<file path="src/rtl/mem_arbiter_if.sv">
// Bus bundle between the fetch unit, load/store unit, arbiter and the unified memory port.
// The arbiter takes the slave view; requesters and the memory model take the master view.
interface mem_arbiter_if #(
    parameter int DATA_WIDTH = 32,
    parameter int ADDR_WIDTH = 32
);
    logic                  if_req_i;
    logic [ADDR_WIDTH-1:0] if_addr_i;
    logic                  if_gnt_o;
    logic                  if_rvalid_o;
    logic [DATA_WIDTH-1:0] if_rdata_o;

    logic                  d_req_i;
    logic                  d_we_i;
    logic [ADDR_WIDTH-1:0] d_addr_i;
    logic [DATA_WIDTH-1:0] d_wdata_i;
    logic                  d_gnt_o;
    logic                  d_rvalid_o;
    logic [DATA_WIDTH-1:0] d_rdata_o;

    logic                  mem_we_o;
    logic [ADDR_WIDTH-1:0] mem_addr_o;
    logic [DATA_WIDTH-1:0] mem_wdata_o;
    logic [DATA_WIDTH-1:0] mem_rdata_i;

    logic                  busy_o;

    modport slave (
        input  if_req_i, if_addr_i,
        output if_gnt_o, if_rvalid_o, if_rdata_o,
        input  d_req_i, d_we_i, d_addr_i, d_wdata_i,
        output d_gnt_o, d_rvalid_o, d_rdata_o,
        output mem_we_o, mem_addr_o, mem_wdata_o,
        input  mem_rdata_i,
        output busy_o
    );

    modport master (
        output if_req_i, if_addr_i,
        input  if_gnt_o, if_rvalid_o, if_rdata_o,
        output d_req_i, d_we_i, d_addr_i, d_wdata_i,
        input  d_gnt_o, d_rvalid_o, d_rdata_o,
        input  mem_we_o, mem_addr_o, mem_wdata_o,
        output mem_rdata_i,
        input  busy_o
    );
endinterface

</file>
<file path="src/rtl/mem_arbiter.sv">
// Shares one memory port between instruction fetch and load/store, one transaction at a time,
// with data-port priority bounded by a fetch starvation limit.
module mem_arbiter #(
    parameter int DATA_WIDTH   = 32,
    parameter int ADDR_WIDTH   = 32,
    parameter int STARVE_LIMIT = 2
) (
    input  logic          clk,
    input  logic          rst_n,
    mem_arbiter_if.slave  bus
);
    localparam int CNT_W = $clog2(STARVE_LIMIT + 1);
    localparam logic [CNT_W-1:0] LIM = CNT_W'(STARVE_LIMIT);

    typedef enum logic [1:0] {S_IDLE, S_ACCESS, S_READ, S_RESP} state_t;

    state_t                r_state;
    logic                  r_owner_if;
    logic [ADDR_WIDTH-1:0] r_addr;
    logic [DATA_WIDTH-1:0] r_wdata;
    logic                  r_we;
    logic [CNT_W-1:0]      r_starve;
    logic                  r_mem_we;
    logic                  r_busy;
    logic                  r_if_rvalid;
    logic                  r_d_rvalid;
    logic [DATA_WIDTH-1:0] r_if_rdata;
    logic [DATA_WIDTH-1:0] r_d_rdata;

    logic w_idle;
    logic w_if_win;
    logic w_if_gnt;
    logic w_d_gnt;

    // Grants are combinational in IDLE; gating with rst_n keeps them low while reset is held.
    assign w_idle   = (r_state == S_IDLE) && rst_n;
    assign w_if_win = bus.if_req_i && (!bus.d_req_i || (r_starve == LIM));
    assign w_if_gnt = w_idle && w_if_win;
    assign w_d_gnt  = w_idle && bus.d_req_i && !w_if_win;

    assign bus.if_gnt_o    = w_if_gnt;
    assign bus.d_gnt_o     = w_d_gnt;
    assign bus.if_rvalid_o = r_if_rvalid;
    assign bus.d_rvalid_o  = r_d_rvalid;
    assign bus.if_rdata_o  = r_if_rdata;
    assign bus.d_rdata_o   = r_d_rdata;
    assign bus.mem_we_o    = r_mem_we;
    assign bus.mem_addr_o  = r_addr;
    assign bus.mem_wdata_o = r_wdata;
    assign bus.busy_o      = r_busy;

    always_ff @(posedge clk or negedge rst_n) begin
        if (!rst_n) begin
            r_state     <= S_IDLE;
            r_owner_if  <= 1'b0;
            r_addr      <= '0;
            r_wdata     <= '0;
            r_we        <= 1'b0;
            r_starve    <= '0;
            r_mem_we    <= 1'b0;
            r_busy      <= 1'b0;
            r_if_rvalid <= 1'b0;
            r_d_rvalid  <= 1'b0;
            r_if_rdata  <= '0;
            r_d_rdata   <= '0;
        end else begin
            r_mem_we    <= 1'b0;
            r_if_rvalid <= 1'b0;
            r_d_rvalid  <= 1'b0;
            case (r_state)
                S_IDLE: begin
                    if (!bus.if_req_i)
                        r_starve <= '0;
                    else if (w_d_gnt && (r_starve != LIM))
                        r_starve <= r_starve + CNT_W'(1);
                    else if (w_if_gnt)
                        r_starve <= '0;

                    if (w_if_gnt) begin
                        r_owner_if <= 1'b1;
                        r_addr     <= bus.if_addr_i;
                        r_wdata    <= '0;
                        r_we       <= 1'b0;
                        r_busy     <= 1'b1;
                        r_state    <= S_ACCESS;
                    end else if (w_d_gnt) begin
                        r_owner_if <= 1'b0;
                        r_addr     <= bus.d_addr_i;
                        r_wdata    <= bus.d_wdata_i;
                        r_we       <= bus.d_we_i;
                        r_mem_we   <= bus.d_we_i;
                        r_busy     <= 1'b1;
                        r_state    <= S_ACCESS;
                    end
                end
                S_ACCESS: begin
                    // The ROM registers the address on this edge; writes complete here.
                    if (r_we) begin
                        r_d_rvalid <= 1'b1;
                        r_state    <= S_RESP;
                    end else begin
                        r_state    <= S_READ;
                    end
                end
                S_READ: begin
                    if (r_owner_if) begin
                        r_if_rdata  <= bus.mem_rdata_i;
                        r_if_rvalid <= 1'b1;
                    end else begin
                        r_d_rdata   <= bus.mem_rdata_i;
                        r_d_rvalid  <= 1'b1;
                    end
                    r_state <= S_RESP;
                end
                S_RESP: begin
                    r_busy  <= 1'b0;
                    r_state <= S_IDLE;
                end
                default: r_state <= S_IDLE;
            endcase
        end
    end
endmodule

</file>
<file path="src/flat_wrapper.sv">
// flat-port wrapper written by rule: the top's interface ports become plain ports
module mem_arbiter_flat 
#(
    parameter int DATA_WIDTH   = 32,
    parameter int ADDR_WIDTH   = 32,
    parameter int STARVE_LIMIT = 2
)
  (clk, rst_n, bus_if_req_i, bus_if_addr_i, bus_if_gnt_o, bus_if_rvalid_o, bus_if_rdata_o, bus_d_req_i, bus_d_we_i, bus_d_addr_i, bus_d_wdata_i, bus_d_gnt_o, bus_d_rvalid_o, bus_d_rdata_o, bus_mem_we_o, bus_mem_addr_o, bus_mem_wdata_o, bus_mem_rdata_i, bus_busy_o);
  mem_arbiter_if #(.DATA_WIDTH(DATA_WIDTH), .ADDR_WIDTH(ADDR_WIDTH)) bus_i ();
  input  logic clk;
  input  logic rst_n;
  input wire logic [$bits(bus_i.if_req_i)-1:0] bus_if_req_i;
  input wire logic [$bits(bus_i.if_addr_i)-1:0] bus_if_addr_i;
  output wire logic [$bits(bus_i.if_gnt_o)-1:0] bus_if_gnt_o;
  output wire logic [$bits(bus_i.if_rvalid_o)-1:0] bus_if_rvalid_o;
  output wire logic [$bits(bus_i.if_rdata_o)-1:0] bus_if_rdata_o;
  input wire logic [$bits(bus_i.d_req_i)-1:0] bus_d_req_i;
  input wire logic [$bits(bus_i.d_we_i)-1:0] bus_d_we_i;
  input wire logic [$bits(bus_i.d_addr_i)-1:0] bus_d_addr_i;
  input wire logic [$bits(bus_i.d_wdata_i)-1:0] bus_d_wdata_i;
  output wire logic [$bits(bus_i.d_gnt_o)-1:0] bus_d_gnt_o;
  output wire logic [$bits(bus_i.d_rvalid_o)-1:0] bus_d_rvalid_o;
  output wire logic [$bits(bus_i.d_rdata_o)-1:0] bus_d_rdata_o;
  output wire logic [$bits(bus_i.mem_we_o)-1:0] bus_mem_we_o;
  output wire logic [$bits(bus_i.mem_addr_o)-1:0] bus_mem_addr_o;
  output wire logic [$bits(bus_i.mem_wdata_o)-1:0] bus_mem_wdata_o;
  input wire logic [$bits(bus_i.mem_rdata_i)-1:0] bus_mem_rdata_i;
  output wire logic [$bits(bus_i.busy_o)-1:0] bus_busy_o;
  assign bus_i.if_req_i = bus_if_req_i;
  assign bus_i.if_addr_i = bus_if_addr_i;
  assign bus_if_gnt_o = bus_i.if_gnt_o;
  assign bus_if_rvalid_o = bus_i.if_rvalid_o;
  assign bus_if_rdata_o = bus_i.if_rdata_o;
  assign bus_i.d_req_i = bus_d_req_i;
  assign bus_i.d_we_i = bus_d_we_i;
  assign bus_i.d_addr_i = bus_d_addr_i;
  assign bus_i.d_wdata_i = bus_d_wdata_i;
  assign bus_d_gnt_o = bus_i.d_gnt_o;
  assign bus_d_rvalid_o = bus_i.d_rvalid_o;
  assign bus_d_rdata_o = bus_i.d_rdata_o;
  assign bus_mem_we_o = bus_i.mem_we_o;
  assign bus_mem_addr_o = bus_i.mem_addr_o;
  assign bus_mem_wdata_o = bus_i.mem_wdata_o;
  assign bus_i.mem_rdata_i = bus_mem_rdata_i;
  assign bus_busy_o = bus_i.busy_o;
  mem_arbiter #(.DATA_WIDTH(DATA_WIDTH), .ADDR_WIDTH(ADDR_WIDTH), .STARVE_LIMIT(STARVE_LIMIT)) u_core (.clk(clk), .rst_n(rst_n), .bus(bus_i));
endmodule
</file>
<file path="config.mk">
export PLATFORM = sky130hd
export DESIGN_NAME = mem_arbiter_flat
export DESIGN_NICKNAME = d
export VERILOG_FILES = /design/src/rtl/mem_arbiter_if.sv /design/src/rtl/mem_arbiter.sv /design/src/flat_wrapper.sv
export SDC_FILE = /design/constraint.sdc
export NUM_CORES = 1
export LEC_CHECK = 0
export BUFFER_PORTS_ARGS = -buffer_cell sky130_fd_sc_hd__buf_2
export CAP_MARGIN = 25
export CELL_PAD_IN_SITES_DETAIL_PLACEMENT = 1
export CELL_PAD_IN_SITES_GLOBAL_PLACEMENT = 2
export CORE_UTILIZATION = 31
export DETAILED_ROUTE_END_ITERATION = 6
export MAX_ROUTING_LAYER = met4
export PLACE_DENSITY_LB_ADDON = 0.2
export SYNTH_ARGS = -nofsm -noshare
export SYNTH_HDL_FRONTEND = slang
export SYNTH_SLANG_ARGS = --single-unit
</file>
<file path="constraint.sdc">
create_clock -name clk -period 3.5 [get_ports clk]
set_clock_uncertainty 0.2 [all_clocks]
set_input_delay 0.35 -clock clk [delete_from_list [all_inputs] [get_ports clk]]
set_output_delay 0.35 -clock clk [all_outputs]
set_load 0.1 [all_outputs]
</file>
# Word-level counts from Yosys, hierarchy flattened

Cells that the tools add are included.

Flip-flop bits (word level): 138
Output and inout bits: 134
Logic and storage cells: 64

Add/subtract/negate cells: 1
Equal/unequal tests: 7
Muxes and demuxes: 26
Bitwise operators: 1
Reductions and logical operators: 17

Operators by type and width:

| cell                                                                    | number |
|---|---|
| 32-bit 2-to-1 mux                                                       | 4 |
| 1-bit 2-to-1 mux                                                        | 14 |
| 2-bit 2-to-1 mux                                                        | 5 |
| 2-bit AND reduction                                                     | 5 |
| 2-bit one-hot mux with 4 select lines                                   | 1 |
| 2-bit == test, second input constant                                    | 3 |
| 1-bit logical AND                                                       | 6 |
| 1-bit one-hot mux with 2 select lines                                   | 2 |
| 2-bit nonzero test                                                      | 2 |
| 3-bit by 1-bit inequality test with 1-bit output, second input constant | 1 |
| 3-bit by 2-bit inequality test with 1-bit output, second input constant | 1 |
| 2-bit by 1-bit adder with 2-bit output, second input constant           | 1 |
| 2-bit by 1-bit == test with 1-bit output, second input constant         | 1 |
| 1-bit logical NOT                                                       | 2 |
| 2-bit logical NOT                                                       | 1 |
| 2-bit inequality test, second input constant                            | 1 |
| 1-bit logical OR                                                        | 1 |
| 1-bit NOT                                                               | 1 |

# Longest topological paths before layout

Depth after elaboration: 8
Mapped depth: 8
Mapped depth without buffers: 5

# Worst setup path before layout

Ideal clock, no wire load.

Path type: reg-to-output
Start: register u_core.r_state[0]
End: output port bus_if_gnt_o
Arrival time: 1531 ps
Path slack: 1419 ps
Cell stages (with the launch flop): 8
Cells stage by stage: dfrtp_1 -> inv_1 -> ha_1 -> buf_2 -> nand3_1 -> nor2b_4 -> buf_12 -> buf_12

Cells in the longest elaborated chain, start to end: 3

Ends and longest elaborated chain:

| item                     | line               | source |
|---|---|---|
| start: declaration       | mem_arbiter.sv:17  | `state_t r_state;` |
| start signal: assignment | mem_arbiter.sv:54  | `r_state <= S_IDLE;` |
| start signal: assignment | mem_arbiter.sv:85  | `r_state <= S_ACCESS;` |
| start signal: assignment | mem_arbiter.sv:93  | `r_state <= S_ACCESS;` |
| 2-bit logical NOT        | mem_arbiter.sv:36  | `assign w_idle = (r_state == S_IDLE) && rst_n;` |
| 1-bit logical AND        | mem_arbiter.sv:36  |  |
| 1-bit logical AND        | mem_arbiter.sv:38  | `assign w_if_gnt = w_idle && w_if_win;` |
| end: declaration         | flat_wrapper.sv:14 | `output wire logic [$bits(bus_i.if_gnt_o)-1:0] bus_if_gnt_o;` |

Every way passes these cells.

# Worst setup path in the final report

Start: register u_core.r_state[0]
End: output port bus_d_gnt_o

Cells in the longest elaborated chain, start to end: 4

Ends and longest elaborated chain:

| item                           | line               | source |
|---|---|---|
| 2-bit logical NOT              | mem_arbiter.sv:36  |  |
| 1-bit logical AND              | mem_arbiter.sv:36  |  |
| 1-bit logical AND (2 in a row) | mem_arbiter.sv:39  | `assign w_d_gnt = w_idle && bus.d_req_i && !w_if_win;` |
| end: declaration               | flat_wrapper.sv:21 | `output wire logic [$bits(bus_i.d_gnt_o)-1:0] bus_d_gnt_o;` |

Every way passes these cells.

==> metrics <==
outcome finished clean; CP Launch Type flop; DRC 0; H-tree Lvls 4; setup_tns 0 ps; Mean Syn Cell Area 13.1 sq um; synthesized-area fraction occupied by adder cells 0.0111; Placer Congestion 0.771; CTS tree built; fmax around 320 MHz; RSZ-0062 raised after global routing false; number of nets in the layout between 900 and 1000; CTS root buffer clkbuf_16; Die Wd 137 um; sequential area share after synthesis 0.610; Setup Fix Bufs, Post-CTS 0; number of antenna violations at the first check in global routing 0; post-synthesis mux area share 0.131; count of final setup violators 0; slew at the pin closest to its max-slew limit between 800 and 900 ps; clock latency on the worst-skew pair ~420 ps; period utilisation layout 0.892; worst-case clock buffer depth 2; global-route wire length before repair ~27000 um; antenna viol nets, final 0; kind of critical path reg2out; CTS Buf Count 17; # Max-Cap Violations 0; Slew headroom 0.445; largest net degree at the start of global routing 47; Final Hold Fails 0; worst min path class in2reg; Compound-Gate Fraction of Synth Area 0.103; Port Buffers ~270; Post-Synth Simple-Gate Area 0.0951; Core Rows between 40 and 50; Vias/cell ~4.6; share of cells above drive strength 1 0.452; largest family of logic cells by synthesized area multiplexers; Tot GR Track Use 0.200; CP required slightly below 3000 ps; DR iter-0 viols ~140; clock slew at reported path FFs 70 ps; vias in the first global route between 5000 and 6000; io pins roughly 270; drt first pass iters 4; cell area after synthesis roughly 5700 sq um; CP Max Fanout 35; synth warn 0; vias approximately 4900; area of the core approximately 18000 sq um; Routed WL per cell 16.6 um; Post-Route WL 17700 um; Synth Register Bits 138; # diodes 0; grt ovf 0; syn_nets between 500 and 600; Yosys cell types 30; Die Span Y approximately 140 um; share of the synthesized area in the top cell type 0.610; final slew viol count 0; die area around 19000 sq um; ranking of synthesized cells by area dfrtp_1 (61%), mux2_2 (13%), a221o_1 (5.7%), nand2_1 (4.6%), a21oi_1 (3.1%); Yosys top cell by area dfrtp_1; minimum clock period 3120 ps; Cells after Synth 431; Arr. time, crit path 2570 ps; clk sink count 138; DP HPWL approximately 11000 um; initial core utilization 0.316; CP endpoint kind output port; XOR/XNOR Fraction of Synth Area 0; Area Growth Syn to Fin 60.2%
-- worst max-delay path, cell delays in order (launching register included) --
cell and delay (ps):
dfrtp_1 430, inv_1 110, ha_1 430, nand3_4 430, a21oi_4 260, buf_4 270
buf_12 210
-- through the flow --
stage / setup slack [ps] / utilization / hold slack (ps) / area (sq um) / std cells
floorplan: 1420 / - / -146 / 5660 / 431
global route: 158 / 0.506 / 94.0 / 9060 / 1069
global placement: 854 / 0.399 / 46.5 / 7140 / 907
detailed placement: 785 / 0.399 / 51.5 / 7140 / 907
finish: 378 / 0.506 / 79.2 / 9060 / 1069
CTS: 300 / 0.506 / 47.0 / 9060 / 1069
-- cells in the final DEF, fill, tap and decap left out, types with 2 or more instances in the layout --
cell / synthesis / routed
and2_1: 7 / 7
dfrtp_1: 138 / 138
nand2_1: 69 / 69
a21oi_1: 35 / 35
buf_2: 7 / 263
mux2_2: 65 / 65
inv_6: 0 / 5
nor2b_4: 1 / 2
clkbuf_16: 0 / 17
and2_0: 26 / 26
buf_4: 7 / 9
dlygate4sd3_1: 0 / 130
o21ai_0: 2 / 2
a221o_1: 32 / 32
nand3_1: 2 / 2
clkinvlp_4: 0 / 4
bufinv_16: 0 / 3
buf_12: 4 / 2
ha_1: 5 / 5
inv_1: 7 / 7
-- area by class of cell --
type | count | area (sq um)
multi-input combinational | 258 | 1940
tap | 229 | 287
clock buffer | 18 | 439
fill | 1987 | 8840
timing repair buffer | 405 | 2740
clock inverter | 14 | 184
sequential | 138 | 3450
inverter | 7 | 26.3
-- synth_stat cells (all sizes together) --
cell / n
and2: 33
inv: 7
nand2: 69
ha: 5
and3: 1
a21o: 2
o22a: 1
nand2b: 1
nor2b: 3
buf: 24
o32a: 1
dfrtp: 138
o211ai: 1
mux2i: 1
a221o: 32
nand3: 3
o22ai: 1
mux2: 65
a21oi: 36
o21ai: 2
clkbuf: 4
nor3: 1
-- per-layer routing --
layer,up-vias,track usage,share of wire
met5,-,-,0
met4,0,0.0836,0.023
met3,29,0.0515,0.056
met2,192,0.338,0.52
met1,2424,0.223,0.41
li1,2298,-,-
-- flip-flops by register name (all words and copies together), names as in the netlist, 2 cells and up --
name	flops
u_core.bus.mem_addr_o	32
u_core.bus.if_rdata_o	32
u_core.bus.mem_wdata_o	32
u_core.bus.d_rdata_o	32
u_core.r_state	2
u_core.r_starve	2
-- repair_timing --
item,4_1_cts,5_1_grt
gates resized for setup,0,0
hold buffers,130,0
endpoints found under the hold margin,147,0
-- worst paths after layout --
kind	from	cells after the start	end	slack, ps
min in group asynchronous	rst_n	2	u_core.r_starve[0]$_DFFE_PN0P_	180
hold reg to reg	u_core.bus.if_rdata_o[14]$_DFFE_PN0P_	1	u_core.bus.if_rdata_o[14]$_DFFE_PN0P_	300
setup reg to reg	u_core.r_state[0]$_DFFE_PN0P_	7	u_core.bus.mem_addr_o[18]$_DFFE_PN0P_	400
hold / removal	bus_if_req_i	3	u_core.r_starve[1]$_DFFE_PN0P_	80
max in group asynchronous	rst_n	4	u_core.bus.d_rdata_o[23]$_DFFE_PN0P_	1530
setup / recovery	u_core.r_state[0]$_DFFE_PN0P_	6	bus_d_gnt_o	380
-- logic make-up after synthesis --
family | Yosys count
simple gates | 111
mux | 66
compound gates | 76
flops | 138
fa+ha+maj | 5
buf+inv | 35
Power is left out: the tool's default activity adds up to more than one toggle a clock period on the data nets, which glitch-free logic cannot reach.
